<file path="src/rtl/spi_regfile_peripheral_pkg.sv">
// rtl/spi_regfile_peripheral_pkg.sv - shared types and helpers for the SPI register-file target
package spi_regfile_peripheral_pkg;

  typedef enum logic [2:0] {
    IDLE,
    HDR,
    DATA,
    WAIT,
    COMMIT
  } state_t;

  localparam logic RW_WRITE = 1'b1;

  function automatic int frame_w(input int addr_w, input int data_w);
    return 1 + addr_w + data_w;
  endfunction

endpackage

</file>
<file path="src/rtl/spi_regfile_peripheral_if.sv">
// rtl/spi_regfile_peripheral_if.sv - SPI mode-0 bus between controller (master) and target (slave)
interface spi_regfile_peripheral_if;
  logic sclk;
  logic ncs;
  logic copi;
  logic cipo;
  logic cipo_oe;

  modport master (
    output sclk,
    output ncs,
    output copi,
    input  cipo,
    input  cipo_oe
  );

  modport slave (
    input  sclk,
    input  ncs,
    input  copi,
    output cipo,
    output cipo_oe
  );
endinterface

</file>
<file path="src/rtl/spi_regfile_peripheral_sync_edge.sv">
// rtl/spi_regfile_peripheral_sync_edge.sv - async input synchroniser with level and edge outputs
module spi_regfile_peripheral_sync_edge #(
  parameter int SYNC_STAGES = 2
) (
  input  logic clk,
  input  logic rst_n,
  input  logic d,
  output logic level,
  output logic rise,
  output logic fall
);

  logic [SYNC_STAGES-1:0] ff;
  logic                   hist;

  // Resetting to 0 means a chip select already low at reset release produces no fall.
  always_ff @(posedge clk or negedge rst_n) begin
    if (!rst_n) begin
      ff   <= '0;
      hist <= 1'b0;
    end else begin
      ff   <= {ff[SYNC_STAGES-2:0], d};
      hist <= ff[SYNC_STAGES-1];
    end
  end

  assign level = ff[SYNC_STAGES-1];
  assign rise  = level & ~hist;
  assign fall  = ~level & hist;

endmodule

</file>
<file path="src/rtl/spi_regfile_peripheral.sv">
// rtl/spi_regfile_peripheral.sv - SPI mode-0 target with R/W access to a small register file
module spi_regfile_peripheral
  import spi_regfile_peripheral_pkg::*;
#(
  parameter int ADDR_W      = 7,
  parameter int DATA_W      = 8,
  parameter int NUM_REGS    = 5,
  parameter int SYNC_STAGES = 2
) (
  input  logic                       clk,
  input  logic                       rst_n,
  spi_regfile_peripheral_if.slave    spi,
  output logic [NUM_REGS*DATA_W-1:0] regs_q,
  output logic                       wr_stb,
  output logic [ADDR_W-1:0]          wr_addr,
  output logic                       frame_err
);

  localparam int FRAME_W = frame_w(ADDR_W, DATA_W);
  localparam int HDR_W   = 1 + ADDR_W;
  localparam int CNT_W   = $clog2(FRAME_W + 1);
  localparam logic [CNT_W-1:0] HDR_LAST   = CNT_W'(HDR_W - 1);
  localparam logic [CNT_W-1:0] FRAME_LAST = CNT_W'(FRAME_W - 1);

  logic sclk_lvl, sclk_rise, sclk_fall;
  logic ncs_lvl, ncs_rise, ncs_fall;
  logic copi_lvl, copi_rise, copi_fall;
  logic unused_sync;

  spi_regfile_peripheral_sync_edge #(.SYNC_STAGES(SYNC_STAGES)) u_sync_sclk (
    .clk(clk), .rst_n(rst_n), .d(spi.sclk),
    .level(sclk_lvl), .rise(sclk_rise), .fall(sclk_fall)
  );

  spi_regfile_peripheral_sync_edge #(.SYNC_STAGES(SYNC_STAGES)) u_sync_ncs (
    .clk(clk), .rst_n(rst_n), .d(spi.ncs),
    .level(ncs_lvl), .rise(ncs_rise), .fall(ncs_fall)
  );

  spi_regfile_peripheral_sync_edge #(.SYNC_STAGES(SYNC_STAGES)) u_sync_copi (
    .clk(clk), .rst_n(rst_n), .d(spi.copi),
    .level(copi_lvl), .rise(copi_rise), .fall(copi_fall)
  );

  assign unused_sync = sclk_lvl | copi_rise | copi_fall;

  state_t               state, state_nxt;
  logic [CNT_W-1:0]     cnt;
  logic [FRAME_W-1:0]   sh;
  logic [DATA_W-1:0]    out_sh;
  logic                 cipo_q;
  logic                 rd_frame;
  logic                 load_pend;
  logic                 bad;
  logic [DATA_W-1:0]    regs [NUM_REGS];

  logic frame_start, sample, hdr_last, shift_out, late_edge, short_frame, commit;

  always_ff @(posedge clk or negedge rst_n) begin
    if (!rst_n) state <= IDLE;
    else        state <= state_nxt;
  end

  // ncs rise is checked first everywhere so a coincident sclk edge is dropped.
  always_comb begin
    state_nxt = state;
    unique case (state)
      IDLE:    if (ncs_fall) state_nxt = HDR;
      HDR: begin
        if (ncs_rise)                           state_nxt = IDLE;
        else if (sclk_rise && cnt == HDR_LAST)  state_nxt = DATA;
      end
      DATA: begin
        if (ncs_rise)                            state_nxt = IDLE;
        else if (sclk_rise && cnt == FRAME_LAST) state_nxt = WAIT;
      end
      WAIT:    if (ncs_rise) state_nxt = COMMIT;
      COMMIT:  state_nxt = IDLE;
      default: state_nxt = IDLE;
    endcase
  end

  always_comb begin
    frame_start = 1'b0;
    sample      = 1'b0;
    hdr_last    = 1'b0;
    shift_out   = 1'b0;
    late_edge   = 1'b0;
    short_frame = 1'b0;
    commit      = 1'b0;
    unique case (state)
      IDLE: frame_start = ncs_fall;
      HDR, DATA: begin
        short_frame = ncs_rise;
        sample      = sclk_rise & ~ncs_rise;
        hdr_last    = (state == HDR) & sclk_rise & ~ncs_rise & (cnt == HDR_LAST);
        shift_out   = (state == DATA) & sclk_fall & ~ncs_rise & rd_frame;
      end
      WAIT:    late_edge = sclk_rise & ~ncs_rise;
      COMMIT:  commit = 1'b1;
      default: ;
    endcase
  end

  logic [ADDR_W-1:0] rd_addr;
  logic [DATA_W-1:0] rd_value;
  logic              commit_rw;
  logic [ADDR_W-1:0] commit_addr;
  logic [DATA_W-1:0] commit_data;
  logic              addr_ok;

  assign rd_addr     = sh[ADDR_W-1:0];
  assign commit_rw   = sh[FRAME_W-1];
  assign commit_addr = sh[FRAME_W-2 -: ADDR_W];
  assign commit_data = sh[DATA_W-1:0];
  assign addr_ok     = int'(commit_addr) < NUM_REGS;

  // Unimplemented addresses read back as zero.
  always_comb begin
    rd_value = '0;
    for (int k = 0; k < NUM_REGS; k++) begin
      if (int'(rd_addr) == k) rd_value = regs[k];
    end
  end

  always_ff @(posedge clk or negedge rst_n) begin
    if (!rst_n) begin
      cnt       <= '0;
      sh        <= '0;
      out_sh    <= '0;
      cipo_q    <= 1'b0;
      rd_frame  <= 1'b0;
      load_pend <= 1'b0;
      bad       <= 1'b0;
      frame_err <= 1'b0;
      wr_stb    <= 1'b0;
      wr_addr   <= '0;
      for (int k = 0; k < NUM_REGS; k++) regs[k] <= '0;
    end else begin
      wr_stb    <= 1'b0;
      load_pend <= hdr_last;
      if (frame_start) begin
        cnt      <= '0;
        sh       <= '0;
        out_sh   <= '0;
        cipo_q   <= 1'b0;
        rd_frame <= 1'b0;
        bad      <= 1'b0;
      end
      if (sample) begin
        sh  <= {sh[FRAME_W-2:0], copi_lvl};
        cnt <= cnt + 1'b1;
      end
      if (load_pend && sh[HDR_W-1] != RW_WRITE) begin
        out_sh   <= rd_value;
        rd_frame <= 1'b1;
      end
      if (shift_out) begin
        cipo_q <= out_sh[DATA_W-1];
        out_sh <= {out_sh[DATA_W-2:0], 1'b0};
      end
      if (late_edge) bad <= 1'b1;
      if (short_frame) begin
        frame_err <= 1'b1;
        rd_frame  <= 1'b0;
      end
      if (commit) begin
        rd_frame  <= 1'b0;
        frame_err <= bad;
        if (!bad && commit_rw == RW_WRITE && addr_ok) begin
          wr_stb  <= 1'b1;
          wr_addr <= commit_addr;
          for (int k = 0; k < NUM_REGS; k++) begin
            if (int'(commit_addr) == k) regs[k] <= commit_data;
          end
        end
      end
    end
  end

  for (genvar k = 0; k < NUM_REGS; k++) begin : g_regs_q
    assign regs_q[k*DATA_W +: DATA_W] = regs[k];
  end

  logic oe;
  assign oe          = rd_frame & ~ncs_lvl;
  assign spi.cipo_oe = oe;
  assign spi.cipo    = oe & cipo_q;

endmodule

</file>
<file path="src/flat_wrapper.sv">
// flat-port wrapper written by rule: the top's interface ports become plain ports
module spi_regfile_peripheral_flat import spi_regfile_peripheral_pkg::*;
#(
  parameter int ADDR_W      = 7,
  parameter int DATA_W      = 8,
  parameter int NUM_REGS    = 5,
  parameter int SYNC_STAGES = 2
)
  (clk, rst_n, regs_q, wr_stb, wr_addr, frame_err, spi_sclk, spi_ncs, spi_copi, spi_cipo, spi_cipo_oe);
  spi_regfile_peripheral_if spi_i ();
  input  logic clk;
  input  logic rst_n;
  output logic [NUM_REGS*DATA_W-1:0] regs_q;
  output logic wr_stb;
  output logic [ADDR_W-1:0] wr_addr;
  output logic frame_err;
  input wire logic [$bits(spi_i.sclk)-1:0] spi_sclk;
  input wire logic [$bits(spi_i.ncs)-1:0] spi_ncs;
  input wire logic [$bits(spi_i.copi)-1:0] spi_copi;
  output wire logic [$bits(spi_i.cipo)-1:0] spi_cipo;
  output wire logic [$bits(spi_i.cipo_oe)-1:0] spi_cipo_oe;
  assign spi_i.sclk = spi_sclk;
  assign spi_i.ncs = spi_ncs;
  assign spi_i.copi = spi_copi;
  assign spi_cipo = spi_i.cipo;
  assign spi_cipo_oe = spi_i.cipo_oe;
  spi_regfile_peripheral #(.ADDR_W(ADDR_W), .DATA_W(DATA_W), .NUM_REGS(NUM_REGS), .SYNC_STAGES(SYNC_STAGES)) u_core (.clk(clk), .rst_n(rst_n), .spi(spi_i), .regs_q(regs_q), .wr_stb(wr_stb), .wr_addr(wr_addr), .frame_err(frame_err));
endmodule
</file>
<file path="config.mk">
export PLATFORM = sky130hd
export DESIGN_NAME = spi_regfile_peripheral_flat
export DESIGN_NICKNAME = d
export VERILOG_FILES = /design/src/rtl/spi_regfile_peripheral_pkg.sv /design/src/rtl/spi_regfile_peripheral_if.sv /design/src/rtl/spi_regfile_peripheral_sync_edge.sv /design/src/rtl/spi_regfile_peripheral.sv /design/src/flat_wrapper.sv
export SDC_FILE = /design/constraint.sdc
export NUM_CORES = 1
export LEC_CHECK = 0
export ABC_AREA = 1
export BUFFER_PORTS_ARGS = -buffer_cell sky130_fd_sc_hd__buf_2
export CAP_MARGIN = 20
export CORE_MARGIN = 2
export CORE_UTILIZATION = 55
export CTS_CLUSTER_SIZE = 12
export DETAILED_ROUTE_END_ITERATION = 10
export PLACE_DENSITY = 0.74
export SLEW_MARGIN = 20
export SYNTH_ARGS = -nofsm -noshare
export SYNTH_HDL_FRONTEND = slang
export SYNTH_SLANG_ARGS = --single-unit
</file>
<file path="constraint.sdc">
create_clock -name clk -period 4.21 [get_ports clk]
set_input_delay 0 -clock clk [delete_from_list [all_inputs] [get_ports clk]]
set_output_delay 0 -clock clk [all_outputs]
set_load 0.05 [all_outputs]
</file>
Yosys cells after proc, flatten, opt, wreduce, memory -nomap -nowiden:

Index checks and enable logic that the tools add are counted.

* register bits: 93
* input bits: 5
* output and inout port bits: 51
* logic and storage cells: 119

* add/subtract/negate cells: 1
* $lt $le $gt $ge: 1
* eq/ne operators: 18
* muxes and demuxes: 36
* bitwise operators: 19
* reductions and logical operators: 23

Operator list (count)
* 8-bit 2-to-1 mux: 8
* 16-bit 2-to-1 mux: 2
* 7-bit by 3-bit == test with 1-bit output, second input constant: 4
* 3-bit 2-to-1 mux: 6
* 1-bit 2-to-1 mux: 17
* 3-bit AND reduction: 5
* 7-bit by 2-bit == test with 1-bit output, second input constant: 2
* 7-bit by 4-bit == test with 1-bit output, second input constant: 2
* 7-bit logical NOT: 2
* 1-bit AND: 13
* 3-bit case mux with 4 select lines: 1
* 5-bit 2-to-1 mux: 2
* 2-bit nonzero test: 4
* 7-bit by 3-bit less-than comparator with 1-bit output, second input constant: 1
* 3-bit by 2-bit == test with 1-bit output, second input constant: 2
* 3-bit by 1-bit inequality test with 1-bit output, second input constant: 2
* 1-bit inverter: 6
* 5-bit by 1-bit adder with 5-bit output, second input constant: 1
* 5-bit by 3-bit == test with 1-bit output, second input constant: 1
* 5-bit by 4-bit == test with 1-bit output, second input constant: 1
* 1-bit logical AND: 5
* 2-bit by 1-bit inequality test with 1-bit output, second input constant: 2
* 4-bit AND reduction: 1
* 4-bit nonzero test: 1
* 7 further kinds: 7

Longest topological paths before layout:

Gate-level depths: netlist (run 1).

* word-level depth: 8
* gate-level depth with buffers: 10

Cells and area by module:

Synthesis (run 1) repeated with hierarchy kept, for this count alone.

* cell total of the unflattened synthesis: 466
* area, all modules: 4190.3 um^2

Modules (own cells, without submodules)
* spi_regfile_peripheral: times used 1, cells each 445, area an instance 3920.0 um^2, sequential area each 2127.0 um^2
* spi_regfile_peripheral_sync_edge: times used 3, cells each 7, area an instance 90.1 um^2, sequential area each 75.1 um^2

Least setup slack after synthesis (run 1):

OpenSTA, ideal clock, no wires.

* path type: reg2reg
* start point: reg u_core.state[1]
* end point: reg u_core.regs (netlist bit u_core.regs_q[29])
* library setup time: 0.121 ns
* data arrival time: 1.367 ns
* slack: 2.722 ns
* stages on the path, launching flop included: 10
* path buffers: 1
* cells stage by stage: dfrtp_1 > nor3_4 > nand2_2 > nor2_2 > nand2_2 > inv_4 > nand2_4 > buf_6 > nand2_2 > o21ai_2

* cells in the longest elaborated chain, start to end: 3

RTL lines
* from (decl): line spi_regfile_peripheral.sv:47 `state_t state, state_nxt;`
* from (signal assigned): line spi_regfile_peripheral.sv:61 `else state <= state_nxt;`
* 3-bit == test: line spi_regfile_peripheral.sv:91 `unique case (state)`
* 1-bit 2-to-1 mux: line spi_regfile_peripheral.sv:91
* 3-bit AND reduction (no source line)
* to (decl): line spi_regfile_peripheral.sv:55 `logic [DATA_W-1:0] regs [NUM_REGS];`

Every way passes these cells.
A chain may end at the register's enable or synchronous reset.

Worst setup path in the final report (run 1):

* start point: reg u_core.sh[5]
* end point: reg u_core.out_sh[1]

* cells in the longest elaborated chain, start to end: 8
* elaborated cells between the ends (all ways): 12
* those cells by class: 4 x eq/ne; 7 x mux; 1 x reduce/logical

RTL lines
* from (decl): line spi_regfile_peripheral.sv:49 `logic [FRAME_W-1:0] sh;`
* from (signal assigned): line spi_regfile_peripheral.sv:151 `sh <= {sh[FRAME_W-2:0], copi_lvl};`
* 7-bit logical NOT: line spi_regfile_peripheral.sv:122 `if (int'(rd_addr) == k) rd_value = regs[k];`
* 8-bit 2-to-1 mux (4 in series): line spi_regfile_peripheral.sv:122
* 8-bit 2-to-1 mux *: line spi_regfile_peripheral.sv:122
* 8-bit 2-to-1 mux *: line spi_regfile_peripheral.sv:154 `if (load_pend && sh[HDR_W-1] != RW_WRITE) begin`
* 8-bit 2-to-1 mux *: line spi_regfile_peripheral.sv:158 `if (shift_out) begin`
* to (signal assigned): line spi_regfile_peripheral.sv:155 `out_sh <= rd_value;`
* to (signal assigned): line spi_regfile_peripheral.sv:160 `out_sh <= {out_sh[DATA_W-2:0], 1'b0};`
* to (decl): line spi_regfile_peripheral.sv:50 `logic [DATA_W-1:0] out_sh;`

Every way passes the cells marked *; elsewhere a longest branch is shown, timed or not.

==> results of run 1 <==
metrics by stage:
step | hold WS (ns) | utilization (%) | instances
final | 0.1358 | 64.43 | 631
after global routing | 0.1716 | 64.43 | 631
after CTS | 0.1539 | 64.43 | 631
after detailed placement | 0.003450 | 61.41 | 611
after global placement | -0.004719 | 61.41 | 611
after floorplan | -0.2956 | - | 466
worst max-delay path by stage:
stage / endpoint / slack, ns / depth (start not counted)
floorplan: u_core.regs_q[29] / 2.72 / 9
global placement: u_core.out_sh[4] / 2.05 / 8
detailed placement: u_core.out_sh[1] / 2.00 / 8
CTS: u_core.out_sh[1] / 1.97 / 8
global route: u_core.out_sh[6] / 1.69 / 8
finish: u_core.out_sh[1] / 1.94 / 8
state kept, by name, indices dropped and copies added (netlist names), 2 cells and up:
register	count
u_core.cnt	5
u_core.out_sh	8
u_core.regs_q	40
u_core.sh	16
u_core.state	3
u_core.u_sync_copi.ff	2
u_core.u_sync_ncs.ff	2
u_core.u_sync_sclk.ff	2
u_core.wr_addr	7
power groups by stage:
stage	logic (W)	registers (W)	clock network, W
after floorplan	0.000280	0.00102	0
after global placement	0.000380	0.00102	0
after detailed placement	0.000392	0.00102	0
after CTS	0.000395	0.00101	0.000559
after global routing	0.000450	0.00102	0.000603
final	0.000398	0.00101	0.000546
per-layer routing:
layer  GRT usage, %  share of wire [%]  vias to the layer above
li1               -                  -                     1650
met5              0                  0                        -
met1          32.73                 45                     1601
met3          3.005                3.6                       18
met4          8.974                2.1                        0
met2          38.93                 50                       91
worst register-to-register path, delay by kind of cell (launching register included):
kind	cells	cell delay [ns]
simple gates	6	1.45
flops	1	0.40
buf+inv	1	0.18
compound gates	1	0.11
cell type report:
type	count	area share, %
repair buffers	60	6.961
inverters	41	3.347
clock buffers	13	3.400
clock inverters	3	0.4284
multi-input cells	322	33.41
flip-flops and latches	93	49.80
well taps	99	2.651
kinds of logic (layout without fill, tap and decap cells):
family / count (synthesis) / after routing / share of synthesized area (%)
AOI/OAI and AO/OA: 63 / 63 / 9.155
xor gates and xnor gates: 1 / 1 / 0.2129
adders and majority gates: 2 / 2 / 0.6082
buffers and inverters: 51 / 117 / 5.474
DFF: 93 / 93 / 56.57
and+or+nand+nor: 256 / 256 / 27.98
placed cells by master, fill, tap and decap left out:
cell           count
nand2_4            1
nand3b_2           1
dfrtp_1           93
inv_1             36
nor2_2             2
o22ai_1           16
nand4_1            6
nor3_2             2
a22o_1             1
inv_2              4
nand2_2            7
ha_1               2
xor2_1             1
buf_2             54
inv_4              1
o21ai_1           20
nor3b_1            1
clkinv_2           1
nand3_2            3
nor2_1            46
buf_4              2
clkbuf_8          11
o21a_1             1
nor3_4             1
nand2_1          124
a21oi_1            3
nor2_4             2
dlygate4sd3_1      4
nand3_1           54
clkbuf_1           2
o31ai_1            2
nor3_1             6
clkinvlp_4         2
o21ai_0           12
o21ai_2            8
==> impl_metrics.env, run 1 <==
export IMPL_status="complete, no violations"
export IMPL_hp_class="in -> async"
export IMPL_dr_total_vias=3360
export IMPL_multi_input_area_um2=1562
export IMPL_remaining_drc_errors=0
export IMPL_cp_buffers_inverters=1
export IMPL_fmax_mhz=439.7
export IMPL_io_pin_count=56
export IMPL_gp_congestion=0.8756
export IMPL_synth_warning_count=0
export IMPL_drtIter0Drc=244
export IMPL_p_per_area_nw_per_um2=418.0
export IMPL_slew_headroom_pct=53.02
export IMPL_numCtsBuffers=9
export IMPL_ff2ff_setup_slack_ns=1.94
export IMPL_ys_top_cells_by_count="nand2_1 (124), dfrtp_1 (93), nand3_1 (54), nor2_1 (46), inv_1 (36)"
export IMPL_worstMarginPinSlew_ns=0.7030
export IMPL_worstReg2RegEnd="u_core.out_sh[1]"
export IMPL_rsz0062_at_grt="no"
export IMPL_endpoint_kind="flip-flop"
export IMPL_drv_cap=0
export IMPL_setup_viol=0
export IMPL_ys_types=30
export IMPL_period_needed_ns=2.274
export IMPL_antenna_cells=0
export IMPL_r2r_start="u_core.sh[5]"
export IMPL_ys_seq_elements=93
export IMPL_rr_worst_depth=8
export IMPL_synth_enable_flop_cells=0
export IMPL_grt_max_degree=55
export IMPL_clk_latency_ns=0.36
export IMPL_p_int_w=0.001298
export IMPL_antenna_found_initial=0
export IMPL_fin_nets=534
export IMPL_slowest_delay_ns=0.55
export IMPL_post_route_period_util_pct=54.02
export IMPL_syn2layout_area_growth_pct=13.59
export IMPL_seqPwrFrac_pct=51.7
export IMPL_num_rows=31
export IMPL_clockBufferDepth=2
export IMPL_power_frac_comb_pct=20.4
export IMPL_clk_pin_slew_ns=0.09
export IMPL_wl_mm=9.109
export IMPL_grt_util_all_layers_pct=23.79
export IMPL_hold_violations=0
export IMPL_cp_required_ns=4.44
export IMPL_fp_coreArea_um2=7253
export IMPL_crit_family="simple AND/OR/NAND/NOR gates"
export IMPL_cts_root_buf="clkbuf_8"
export IMPL_p_leak_nw=2.490
export IMPL_layout_setup_ws_ns=1.936
export IMPL_htreeDepth=3
export IMPL_via_per_inst=5.325
export IMPL_dp_hpwl_mm=6.386
export IMPL_critPathMaxFanout=33
export IMPL_async_reset_ff_share_pct=100.0
export IMPL_crit_path_frequent_cell="nor2_1"
export IMPL_synth_area_leader_cell="dfrtp_1"
export IMPL_synth_area_per_cell_um2=8.828
export IMPL_ys_flop_type="dfrtp_1"
export IMPL_cts_resized=0
export IMPL_pre_cts_slack_ns=1.996
export IMPL_synth_most_common_cell="nand2_1"
export IMPL_synth_cell_area_um2=4114
export IMPL_seq_area_um2=2327
export IMPL_p_sw_share_pct=33.57
export IMPL_fp_dieH_um=90.49
export IMPL_clock_sinks=93
export IMPL_arrival_ns=2.51
export IMPL_final_setup_tns_ns=0
export IMPL_total_power_w=0.001953
export IMPL_place_area_um2=4454
export IMPL_io_buffers=55
export IMPL_syn_inst=466
export IMPL_initial_utilization_pct=56.72
export IMPL_ant_nets=0
export IMPL_die_area_um2=8188
export IMPL_ir_drop_mv=0.2872
export IMPL_layout_drive_gt1_share_pct=19.17
export IMPL_cts_tree="done"
export IMPL_pwr_share_clk_pct=28.0
export IMPL_fillCellCount=606
export IMPL_yosys_top_cells_area="dfrtp_1 (57%), nand2_1 (11%), nand3_1 (6.6%)"
export IMPL_grt_ovfl_total=0
export IMPL_firstDrtPassIters=5
export IMPL_cp_slowest_cell="nor2_4"
export IMPL_synth_fp_nets=473
export IMPL_synth_seq_area_share_pct=56.57
export IMPL_critPathKind="reg -> reg"
export IMPL_synth_top_area_share_pct=56.57
export IMPL_design_area_um2=4673
export IMPL_cp_startpoint="u_core.sh[5]"
export IMPL_grt_pass1_wl_mm=15.52
export IMPL_cp_start_kind="flip-flop"
export IMPL_drv_slew=0
export IMPL_p_switching_w=0.0006556
export IMPL_post_drt_wl_per_cell_um=14.44
export IMPL_path_cells="inv_1 -> nand2_1 -> nor2_4 -> nand3b_2 -> nor2_1 -> nor2_1 -> o21ai_0 -> nand3_1"
export IMPL_die_width_um=90.49
export IMPL_ctsHoldBuffers=4
export IMPL_fin_skew_ns=0.009769
export IMPL_post_cts_buffers=0
export IMPL_grt_pass1_vias=3139
No activity file was read; power rests on OpenSTA's default activity.
==> run 2, diff against run 1 <==
CORE_UTILIZATION = 51   (was 55)
PLACE_DENSITY = 0.72   (was 0.74)
clock period = 2 ns   (was 4.21 ns; I/O delays follow)
==> impl_metrics.env, run 2 (synthesized netlist as in run 1, its figures left out) <==
export IMPL_status="complete, no violations"
export IMPL_p_switching_w=0.001425
export IMPL_cts_root_buf="clkbuf_8"
export IMPL_final_cell_mix="nand2_1 (124), dfrtp_1 (93), nand3_1 (54), buf_2 (54), nor2_1 (46)"
export IMPL_drv_slew=0
export IMPL_fin_nets=546
export IMPL_wl_mm=9.690
export IMPL_cp_buffers_inverters=0
export IMPL_post_drt_wl_per_cell_um=15.00
export IMPL_cp_slowest_cell="nor3_2"
export IMPL_fin_skew_ns=0.01274
export IMPL_power_frac_comb_pct=20.5
export IMPL_layout_drive_gt1_share_pct=21.14
export IMPL_cp_startpoint="u_core.sh[13]"
export IMPL_clockBufferDepth=2
export IMPL_mostFrequentLayoutCell="nand2_1"
export IMPL_gp_congestion=0.8054
export IMPL_via_per_inst=5.444
export IMPL_path_cells="nor3_1 -> nand4_1 -> nor3_2 -> nand2_1 -> nand2_1"
export IMPL_io_buffers=55
export IMPL_grt_pass1_vias=3396
export IMPL_cp_required_ns=2.31
export IMPL_r2r_start="u_core.sh[13]"
export IMPL_critPathKind="reg -> reg"
export IMPL_die_width_um=93.82
export IMPL_p_sw_share_pct=31.06
export IMPL_crit_path_end="u_core.regs_q[16]"
export IMPL_crit_path_frequent_cell="nand2_1"
export IMPL_clk_latency_ns=0.36
export IMPL_seqPwrFrac_pct=46.2
export IMPL_numCtsBuffers=9
export IMPL_clock_sinks=93
export IMPL_arrival_ns=2.18
export IMPL_largest_reg_flops=40
export IMPL_dr_total_vias=3517
export IMPL_clk_pin_slew_ns=0.09
export IMPL_firstDrtPassIters=5
export IMPL_grt_util_all_layers_pct=23.35
export IMPL_fp_coreArea_um2=7767
export IMPL_ant_nets=0
export IMPL_antenna_found_initial=0
export IMPL_grt_max_degree=54
export IMPL_die_area_um2=8801
export IMPL_post_place_cells=626
export IMPL_ir_drop_mv=0.6999
export IMPL_final_setup_tns_ns=0
export IMPL_endpoint_kind="flip-flop"
export IMPL_dp_hpwl_mm=7.006
export IMPL_antenna_cells=0
export IMPL_p_int_w=0.003162
export IMPL_slew_headroom_pct=54.63
export IMPL_initial_utilization_pct=52.96
export IMPL_cp_num_cells=5
export IMPL_pwr_share_clk_pct=33.3
export IMPL_worstMarginPinSlew_ns=0.6806
export IMPL_ff2ff_setup_slack_ns=0.13
export IMPL_setup_viol=0
export IMPL_num_rows=32
export IMPL_hp_class="in -> async"
export IMPL_seq_area_um2=2327
export IMPL_worstReg2RegEnd="u_core.regs_q[16]"
export IMPL_postLayoutCoreUtil_pct=62.34
export IMPL_remaining_drc_errors=0
export IMPL_grt_pass1_wl_mm=15.81
export IMPL_post_route_period_util_pct=93.67
export IMPL_grt_ovfl_total=0
export IMPL_rr_worst_depth=5
export IMPL_p_leak_nw=2.597
export IMPL_slowest_delay_ns=0.57
export IMPL_drv_cap=0
export IMPL_cts_tree="done"
export IMPL_htreeDepth=3
export IMPL_p_per_area_nw_per_um2=947.3
export IMPL_syn2layout_area_growth_pct=17.70
export IMPL_critPathMaxFanout=8
export IMPL_cp_start_kind="flip-flop"
export IMPL_drtIter0Drc=245
export IMPL_fillCellCount=698
export IMPL_fin_cells=646
export IMPL_fp_dieH_um=93.82
export IMPL_multi_input_area_um2=1568
export IMPL_hold_violations=0
export IMPL_fmax_mhz=533.8
export IMPL_crit_family="simple AND/OR/NAND/NOR gates"
export IMPL_io_pin_count=56
export IMPL_rsz0062_at_grt="no"
export IMPL_period_needed_ns=1.873
[run 2: changes by cell type in the layout (fill, tap and decap cells not counted)]
cell | previous run | this run
buf_4 | 2 | 14
bufinv_16 | 0 | 3
clkbuf_1 | 2 | 1
clkbuf_8 | 11 | 10
clkinv_2 | 1 | 0
clkinvlp_4 | 2 | 1
inv_6 | 0 | 1
nor3_2 | 2 | 1
nor3_4 | 1 | 2
[run 2: worst min path at each step]
stage                  start                        to  slack, ns  depth (start not counted)
CTS                    rst_n         u_core.regs_q[11]       0.23                          2
global placement       rst_n         u_core.regs_q[12]       0.09                          1
finish                 rst_n         u_core.regs_q[11]       0.20                          2
global route        spi_copi  u_core.u_sync_copi.ff[0]       0.27                          2
detailed placement     rst_n         u_core.regs_q[11]       0.09                          1
floorplan              rst_n                u_core.bad      -0.30                          0
[run 2: per-layer routing]
| layer | track usage [%] | up-vias | wire, um | part of all wire [%] |
|---|---|---|---|---|
| met5 | 0 | - | 0 | 0 |
| met4 | 12.92 | 0 | 344 | 3.6 |
| met3 | 3.531 | 21 | 451 | 4.7 |
| met2 | 37.80 | 104 | 4752 | 49 |
| met1 | 30.14 | 1708 | 4142 | 43 |
| li1 | - | 1684 | - | - |
[run 2: power by group through the flow]
stage / sequential (W) / combinational, W / clock (W)
after floorplan: 0.00215 / 0.000589 / 0
after global placement: 0.00214 / 0.000912 / 0
after detailed placement: 0.00215 / 0.000930 / 0
after CTS: 0.00211 / 0.000944 / 0.00155
after global routing: 0.00214 / 0.00105 / 0.00162
final: 0.00212 / 0.000940 / 0.00153
[run 2: worst register-to-register path: stages (launching register included)]
cell     delay (ns)
dfrtp_1        0.38
nor3_1         0.42
nand4_1        0.18
nor3_2         0.57
nand2_1        0.16
nand2_1        0.11
[run 2: stage by stage]
| step | power (W) | setup WS (ns) | hold WS [ns] | instance area [um^2] |
|---|---|---|---|---|
| 2_1_floorplan | 0.002739 | 0.5120 | -0.2956 | 4114 |
| 3_3_place_gp | 0.003052 | 0.1613 | 0.08718 | 4548 |
| 3_5_place_dp | 0.003081 | 0.1567 | 0.08651 | 4548 |
| 4_1_cts | 0.004607 | 0.1322 | 0.2322 | 4836 |
| 5_1_grt | 0.004805 | 0.01147 | 0.2674 | 4842 |
| 6_report | 0.004587 | 0.1266 | 0.1954 | 4842 |
[run 2: final cells by class]
| class | count | share of cell area, % |
|---|---|---|
| multi-input combinational | 322 | 32.38 |
| clock inverter | 5 | 2.196 |
| sequential | 93 | 48.06 |
| timing repair buffer | 72 | 8.579 |
| inverter | 41 | 3.230 |
| tap | 102 | 2.636 |
| clock buffer | 11 | 2.920 |
[run 2: timing repair]
action,CTS,global route
gates resized for setup,0,1
hold endpoints to repair,54,0
setup buffers,0,0
hold buffers,4,0
endpoints found under the setup margin,0,1
